--- src/rtl/vga_logo_pkg.sv ---
// vga_logo_pkg
//   Shared constants for the animated VGA logo: default active-area and
//   logo-window sizes, the 8-entry RRGGBB palette, FSM state encodings and
//   the per-axis direction encoding.
//   Optional feature macro: VGA_LOGO_ANIM_COLOR_EN (palette colouring).
package vga_logo_pkg;

  localparam int H_ACTIVE_DEF = 640;
  localparam int V_ACTIVE_DEF = 480;
  localparam int LOGO_W_DEF   = 240;
  localparam int LOGO_H_DEF   = 240;

  typedef logic [5:0] rgb_t;

  // Entry 0 is black so a frame without any bounce leaves the reset colours
  // (black on white) in place.
  localparam logic [7:0][5:0] PALETTE = {
    6'b11_11_11,  // 7 white
    6'b00_11_11,  // 6 cyan
    6'b11_00_11,  // 5 magenta
    6'b11_11_00,  // 4 yellow
    6'b00_00_11,  // 3 blue
    6'b00_11_00,  // 2 green
    6'b11_00_00,  // 1 red
    6'b00_00_00   // 0 black
  };

  typedef logic [1:0] state_t;
  localparam state_t IDLE    = 2'd0;
  localparam state_t MOVE_X  = 2'd1;
  localparam state_t MOVE_Y  = 2'd2;
  localparam state_t RECOLOR = 2'd3;

  // 0 = towards increasing coordinate (right / down), 1 = back (left / up).
  localparam logic DIR_FWD = 1'b0;
  localparam logic DIR_REV = 1'b1;

  function automatic rgb_t pal_lookup(input logic [2:0] idx);
    return PALETTE[idx];
  endfunction

endpackage

--- src/rtl/vga_logo_animator_axis_step.sv ---
// logo_axis_step
//   Combinational single-axis bounce step. Advances a position by step
//   pixels in its current direction, clamping at 0 or max and flipping the
//   direction when a wall is reached. Comparisons are done 11 bits wide so
//   pos+step never wraps.
//   Ports:
//     pos      in  10  current origin on this axis
//     dir      in  1   current direction (DIR_FWD / DIR_REV)
//     step     in  3   pixels per frame (1..4)
//     max      in  10  largest legal origin on this axis
//     next_pos out 10  origin after the step
//     next_dir out 1   direction after the step
//     hit      out 1   a wall was reached on this step
//   No configuration macros.
module logo_axis_step
  import vga_logo_pkg::*;
(
  input  logic [9:0] pos,
  input  logic       dir,
  input  logic [2:0] step,
  input  logic [9:0] max,
  output logic [9:0] next_pos,
  output logic       next_dir,
  output logic       hit
);

  logic [10:0] pos_w;
  logic [10:0] step_w;
  logic [10:0] max_w;
  logic [10:0] sum_w;

  always_comb begin
    pos_w    = {1'b0, pos};
    step_w   = {8'd0, step};
    max_w    = {1'b0, max};
    sum_w    = pos_w + step_w;
    next_pos = pos;
    next_dir = dir;
    hit      = 1'b0;
    if (dir == DIR_FWD) begin
      if (sum_w >= max_w) begin
        next_pos = max;
        next_dir = DIR_REV;
        hit      = 1'b1;
      end else begin
        next_pos = sum_w[9:0];
      end
    end else begin
      // Landing exactly on 0 also counts as a wall hit.
      if (pos_w <= step_w) begin
        next_pos = '0;
        next_dir = DIR_FWD;
        hit      = 1'b1;
      end else begin
        next_pos = pos - {7'd0, step};
      end
    end
  end

endmodule

--- src/rtl/vga_logo_animator.sv ---
// vga_logo_animator
//   Per-frame motion and colour sequencer for the bouncing VGA logo. On the
//   first blank line of each frame it steps the logo origin on X, then Y,
//   then updates colours, so the visible frame never sees a partial update.
//   Also provides window-relative beam coordinates and an in-window flag.
//   Ports:
//     clk       in  1   pixel clock
//     rst_n     in  1   asynchronous active-low reset
//     hpos      in  10  beam x
//     vpos      in  10  beam y
//     run       in  1   motion enable, sampled on the frame tick
//     speed     in  2   step-1 in pixels, sampled on the frame tick
//     lx        out 10  hpos - org_x (mod 1024)
//     ly        out 10  vpos - org_y (mod 1024)
//     in_box    out 1   beam inside the logo window
//     fg        out 6   foreground RRGGBB
//     bg        out 6   background RRGGBB
//     frame_cnt out 8   frame counter
//     bounce    out 1   one-cycle pulse when a wall was hit this frame
//   Configuration macro: VGA_LOGO_ANIM_COLOR_EN -- when defined, fg/bg cycle
//   through PALETTE on every bounce; otherwise fixed black on white.
//
//   state   | meaning
//   --------+-------------------------------------------------------
//   IDLE    | waiting for the frame tick; latches run/step on it
//   MOVE_X  | steps org_x/dir_x, counts the frame
//   MOVE_Y  | steps org_y/dir_y
//   RECOLOR | advances the palette and pulses bounce on any hit
module vga_logo_animator
  import vga_logo_pkg::*;
#(
  parameter int H_ACTIVE = H_ACTIVE_DEF,
  parameter int V_ACTIVE = V_ACTIVE_DEF,
  parameter int LOGO_W   = LOGO_W_DEF,
  parameter int LOGO_H   = LOGO_H_DEF
) (
  input  logic       clk,
  input  logic       rst_n,
  input  logic [9:0] hpos,
  input  logic [9:0] vpos,
  input  logic       run,
  input  logic [1:0] speed,
  output logic [9:0] lx,
  output logic [9:0] ly,
  output logic       in_box,
  output logic [5:0] fg,
  output logic [5:0] bg,
  output logic [7:0] frame_cnt,
  output logic       bounce
);

  localparam logic [9:0]  MAX_X     = 10'(H_ACTIVE - LOGO_W);
  localparam logic [9:0]  MAX_Y     = 10'(V_ACTIVE - LOGO_H);
  localparam logic [9:0]  ORG_X_RST = 10'((H_ACTIVE - LOGO_W) / 2);
  localparam logic [9:0]  ORG_Y_RST = 10'((V_ACTIVE - LOGO_H) / 2);
  localparam logic [10:0] LOGO_W11  = 11'(LOGO_W);
  localparam logic [10:0] LOGO_H11  = 11'(LOGO_H);

  state_t     state;
  logic [9:0] org_x;
  logic [9:0] org_y;
  logic       dir_x;
  logic       dir_y;
  logic [2:0] step_q;
  logic       run_q;
  logic       hit_x;
  logic       hit_y;
  logic       tick;

  logic [9:0] ax_pos;
  logic       ax_dir;
  logic [9:0] ax_max;
  logic [9:0] ax_next_pos;
  logic       ax_next_dir;
  logic       ax_hit;

  assign tick = (hpos == 10'd0) && (vpos == 10'(V_ACTIVE));

  // One stepper serves both axes; MOVE_Y selects the Y operands.
  always_comb begin
    ax_pos = org_x;
    ax_dir = dir_x;
    ax_max = MAX_X;
    if (state == MOVE_Y) begin
      ax_pos = org_y;
      ax_dir = dir_y;
      ax_max = MAX_Y;
    end
  end

  logo_axis_step u_axis_step (
    .pos      (ax_pos),
    .dir      (ax_dir),
    .step     (step_q),
    .max      (ax_max),
    .next_pos (ax_next_pos),
    .next_dir (ax_next_dir),
    .hit      (ax_hit)
  );

  always_ff @(posedge clk or negedge rst_n) begin
    if (!rst_n) begin
      state     <= IDLE;
      org_x     <= ORG_X_RST;
      org_y     <= ORG_Y_RST;
      dir_x     <= DIR_FWD;
      dir_y     <= DIR_FWD;
      step_q    <= 3'd1;
      run_q     <= 1'b0;
      hit_x     <= 1'b0;
      hit_y     <= 1'b0;
      frame_cnt <= 8'd0;
      bounce    <= 1'b0;
    end else begin
      bounce <= 1'b0;
      case (state)
        IDLE: begin
          if (tick) begin
            step_q <= {1'b0, speed} + 3'd1;
            run_q  <= run;
            hit_x  <= 1'b0;
            hit_y  <= 1'b0;
            state  <= MOVE_X;
          end
        end
        MOVE_X: begin
          frame_cnt <= frame_cnt + 8'd1;
          if (run_q) begin
            org_x <= ax_next_pos;
            dir_x <= ax_next_dir;
            hit_x <= ax_hit;
          end
          state <= MOVE_Y;
        end
        MOVE_Y: begin
          if (run_q) begin
            org_y <= ax_next_pos;
            dir_y <= ax_next_dir;
            hit_y <= ax_hit;
          end
          state <= RECOLOR;
        end
        RECOLOR: begin
          bounce <= hit_x | hit_y;
          state  <= IDLE;
        end
        default: state <= IDLE;
      endcase
    end
  end

`ifdef VGA_LOGO_ANIM_COLOR_EN
  logic [2:0] pal_idx;
  logic [2:0] pal_next;
  rgb_t       fg_q;

  // A corner hit advances the palette once, not twice.
  assign pal_next = (hit_x | hit_y) ? pal_idx + 3'd1 : pal_idx;

  always_ff @(posedge clk or negedge rst_n) begin
    if (!rst_n) begin
      pal_idx <= 3'd0;
      fg_q    <= 6'b00_00_00;
    end else if (state == RECOLOR) begin
      pal_idx <= pal_next;
      fg_q    <= pal_lookup(pal_next);
    end
  end

  assign fg = fg_q;
  assign bg = ~fg_q;
`else
  assign fg = 6'b00_00_00;
  assign bg = 6'b11_11_11;
`endif

  logic [10:0] box_x_end;
  logic [10:0] box_y_end;

  assign lx        = hpos - org_x;
  assign ly        = vpos - org_y;
  assign box_x_end = {1'b0, org_x} + LOGO_W11;
  assign box_y_end = {1'b0, org_y} + LOGO_H11;
  assign in_box    = (hpos >= org_x) && ({1'b0, hpos} < box_x_end) &&
                     (vpos >= org_y) && ({1'b0, vpos} < box_y_end);

endmodule

--- config.mk ---
export PLATFORM = sky130hd
export DESIGN_NAME = vga_logo_animator
export DESIGN_NICKNAME = d
export VERILOG_FILES = /design/src/rtl/vga_logo_pkg.sv /design/src/rtl/vga_logo_animator_axis_step.sv /design/src/rtl/vga_logo_animator.sv
export SDC_FILE = /design/constraint.sdc
export NUM_CORES = 1
export LEC_CHECK = 0
export ABC_AREA = 1
export CORE_ASPECT_RATIO = 0.7
export CORE_UTILIZATION = 50
export CTS_CLUSTER_DIAMETER = 200
export DETAILED_ROUTE_END_ITERATION = 12
export PLACE_DENSITY = 0.74
export SLEW_MARGIN = 40
export SYNTH_ARGS = -nofsm -noshare
export SYNTH_HDL_FRONTEND = slang
export SYNTH_HIERARCHICAL = 1
export SYNTH_SLANG_ARGS = --single-unit
--- constraint.sdc ---
create_clock -name clk -period 11.9 [get_ports clk]
set_clock_uncertainty 0.15 [all_clocks]
set_input_delay 2.38 -clock clk [delete_from_list [all_inputs] [get_ports clk]]
set_output_delay 2.38 -clock clk [all_outputs]
set_load 0.005 [all_outputs]
==> results.cfg <==
[placed_design]
placed_area_sq_um = 5190
place.gp.congestion = 0.967
dp_hpwl_um = 9520
port_buffers = 54

[route]
detail_route.wirelength_um = 11500
antenna_left = 0
drtIter0Drc = 481
avgViaCountPerCell = 5.19
wl_per_cell_um = 13.5
first_pass_iters = 5
vias = 4420
drc = 0

[timing]
period_share_pct = 60.4
finalMaxSlewViolations = 0
timing.fmax_ghz = 0.139
tns_ps = 0
worst_slew_pin_slew_ps = 728
rsz0062_at_grt = false
setup_viol = 0
hold_viol = 0
relSlewSlack_pct = 51.2
min_period_ps = 7190

[floorplanning]
die_w_um = 116
die_y_um = 82.1
num_io_pins = 67
core_area_sq_um = 8690
fp.dieArea_sq_um = 9560
fp-row-count = 28
start_util_pct = 52.8

[setup_path]
worstPathCellList = clkdlybuf4s50_1 > inv_1 > ha_1 > fa_1 > inv_1 > nand3_1 > nand3_1 > nor2_1 > nor3_2 > clkdlybuf4s50_1
critPathTopFamily = buffers and inverters
worst_ep_required_time_ps = 9370
start_kind = primary input
crit_slowest_cell = clkdlybuf4s50_1
crit_type = in2out
worstSetupEndpointType = output port
slowest_delay_ps = 510
cp_num_buf_inv = 4
crit_arrival_ps = 4660
cp_max_fo = 3

[clock_tree]
clock_sinks = 39
cts_htree_levels = 2
insertion_delay_ps = 280
clkTransAtPathRegs_ps = 60
cts_tree = done
holdBufCountCts = 0
root_buffer = clkbuf_16
post-cts-setup-buffer-count = 0
cts_buffers = 5
cts_resized = 0
clockBufferDepth = 2

[flow_run]
maxCapViolCount = 0

[power]
p_leak_nw = 3.05
peakVddDrop_mv = 0.129
power_uw = 767
powerDensity_nw_per_um2 = 143

[layout]
fin_nets = 817
layout-drive-gt1-share_pct = 6.83
layout.cell_area.non_filler_sq_um = 5370
n_fill_cell = 809
final_util_pct = 61.8
syn2layout_area_growth_pct = 17.0
n_antenna_cell = 0

[global_route]
grt_usage_pct = 25.6
antenna_found_initial = 0
grt_pass1_wl_um = 19100
overflow = 0
first_global_vias = 4062
grt_start_max_net_pins = 40

[logic_synthesis]
yosys_warnings = 6
post-synth-top-area-cell = dfrtp_1
synth_cells = 671
synth_top_area_share_pct = 16.9
ys_ff_latch = 39
avgSynthCellArea_sq_um = 6.83
yosysSeqAreaShare_pct = 21.5
ys_types = 43
syn-cell-area_sq_um = 4590
synthTopCellsByArea = dfrtp_1 (17%), ha_1 (16%), nand2_1 (15%)

[hold_path]
hold_class = reg2reg

[run_status]
outcome = completed
cell usage after synthesis, drive strengths merged:
master / instances
nor3b: 1
inv: 109
nand3: 46
nor2: 47
o21bai: 5
conb: 2
or2: 2
nand2: 187
nor3: 5
dfrtp: 31
xnor2: 11
mux2: 1
o211ai: 1
clkbuf: 7
a21oi: 21
fa: 4
xor2: 24
buf: 17
o21a: 2
dfstp: 8
nand3b: 3
a21o: 6
a31oi: 1
nand4: 18
o21ai: 54
ha: 57
and3: 1
where the power goes:
group / leakage, nW / switching [mW] / internal, mW
logic: 2.54 / 0.295 / 0.161
clock network: 0.0838 / 0.0521 / 0.0987
registers: 0.425 / 0.0138 / 0.148
cells by family after synthesis:
logic type,after synthesis,synth area share [%]
simple gates,310,30.1
buf+inv,133,12.7
compound gates,90,11.4
fa+ha+maj,61,17.3
flops,39,21.5
xor+xnor,35,6.68
other cells,2,0.164
mux,1,0.246
cell usage in the layout (no fill, tap or decap), drive strengths merged, types with 5 or more instances in the layout:
| cell | instances |
|---|---|
| nor3 | 5 |
| inv | 109 |
| conb | 25 |
| o21ai | 54 |
| dfstp | 8 |
| nand2 | 187 |
| xor2 | 24 |
| nand4 | 18 |
| ha | 57 |
| dfrtp | 31 |
| nand3 | 46 |
| nor2 | 47 |
| clkdlybuf4s50 | 53 |
| clkbuf | 5 |
| o21bai | 5 |
| xnor2 | 11 |
| a21o | 6 |
| a21oi | 21 |
through the flow:
stage / setup WS (ps) / instances / hold slack (ps)
2_1_floorplan: 5850 / 694 / 301
3_3_place_gp: 4790 / 844 / 310
3_5_place_dp: 4720 / 844 / 317
4_1_cts: 4720 / 852 / 326
5_1_grt: 4640 / 852 / 348
6_report: 4710 / 852 / 323
worst register-to-register path: stages (launching register included):
cell and delay, ps:
dfrtp_1 380, inv_1 100, ha_2 370, o21ai_0 640, inv_1 150, fa_1 480, inv_1 80, nand2_2 50
nand2_2 80, nand2_4 80, nor2_2 130, nand2_1 60, nand2_1 80, inv_1 50, ha_1 280, nand2_1 90
inv_1 40, a21oi_1 160, nand2_1 70, nand2_1 50, nand2_1 90, nand2_2 210, nand2_4 150, nand2_1 130
nand3_1 100, nand2_1 70, inv_1 50, o21ai_0 150
flip-flops by register name, summed over array words and instances (netlist names):
| name | count |
|---|---|
| run_q | 1 |
| bounce | 1 |
| dir_y | 1 |
| dir_x | 1 |
| step_q | 3 |
| state | 2 |
| hit_x | 1 |
| org_y | 10 |
| hit_y | 1 |
| org_x | 10 |
| frame_cnt | 8 |
metal layers:
metal  GRT usage (%)  up-vias  part of all wire, %
met1            36.6     1970                   47
met2            39.6      190                   42
met5               0        -                    0
li1                -     2236                    -
met3            4.82       24                  9.1
met4            6.03        0                  1.5
final timing paths:
kind | to | startpoint | slack, ps | depth (start not counted)
setup reg to reg | org_y[0]$_DFFE_PN0P_ | state[0]$_DFFE_PN0P_ | 7300 | 27
setup / recovery | in_box | vpos[0] | 4710 | 10
min in group asynchronous | frame_cnt[0]$_DFFE_PN0P_ | rst_n | 1910 | 1
hold / removal | frame_cnt[7]$_DFFE_PN0P_ | frame_cnt[7]$_DFFE_PN0P_ | 320 | 1
hold reg to reg | frame_cnt[7]$_DFFE_PN0P_ | frame_cnt[7]$_DFFE_PN0P_ | 320 | 1
max in group asynchronous | org_y[5]$_DFFE_PN1P_ | rst_n | 9320 | 1
final cells by class:
type | count | area, sq um | area share (%)
clock inverters | 3 | 43.8 | 0.816
multi-input cells | 522 | 3110 | 57.9
repair buffers | 54 | 538 | 10.0
clock buffers | 5 | 125 | 2.33
inverters | 109 | 414 | 7.72
flip-flops and latches | 39 | 986 | 18.4
well taps | 120 | 150 | 2.80
No activity file was read; power rests on OpenSTA's default activity.
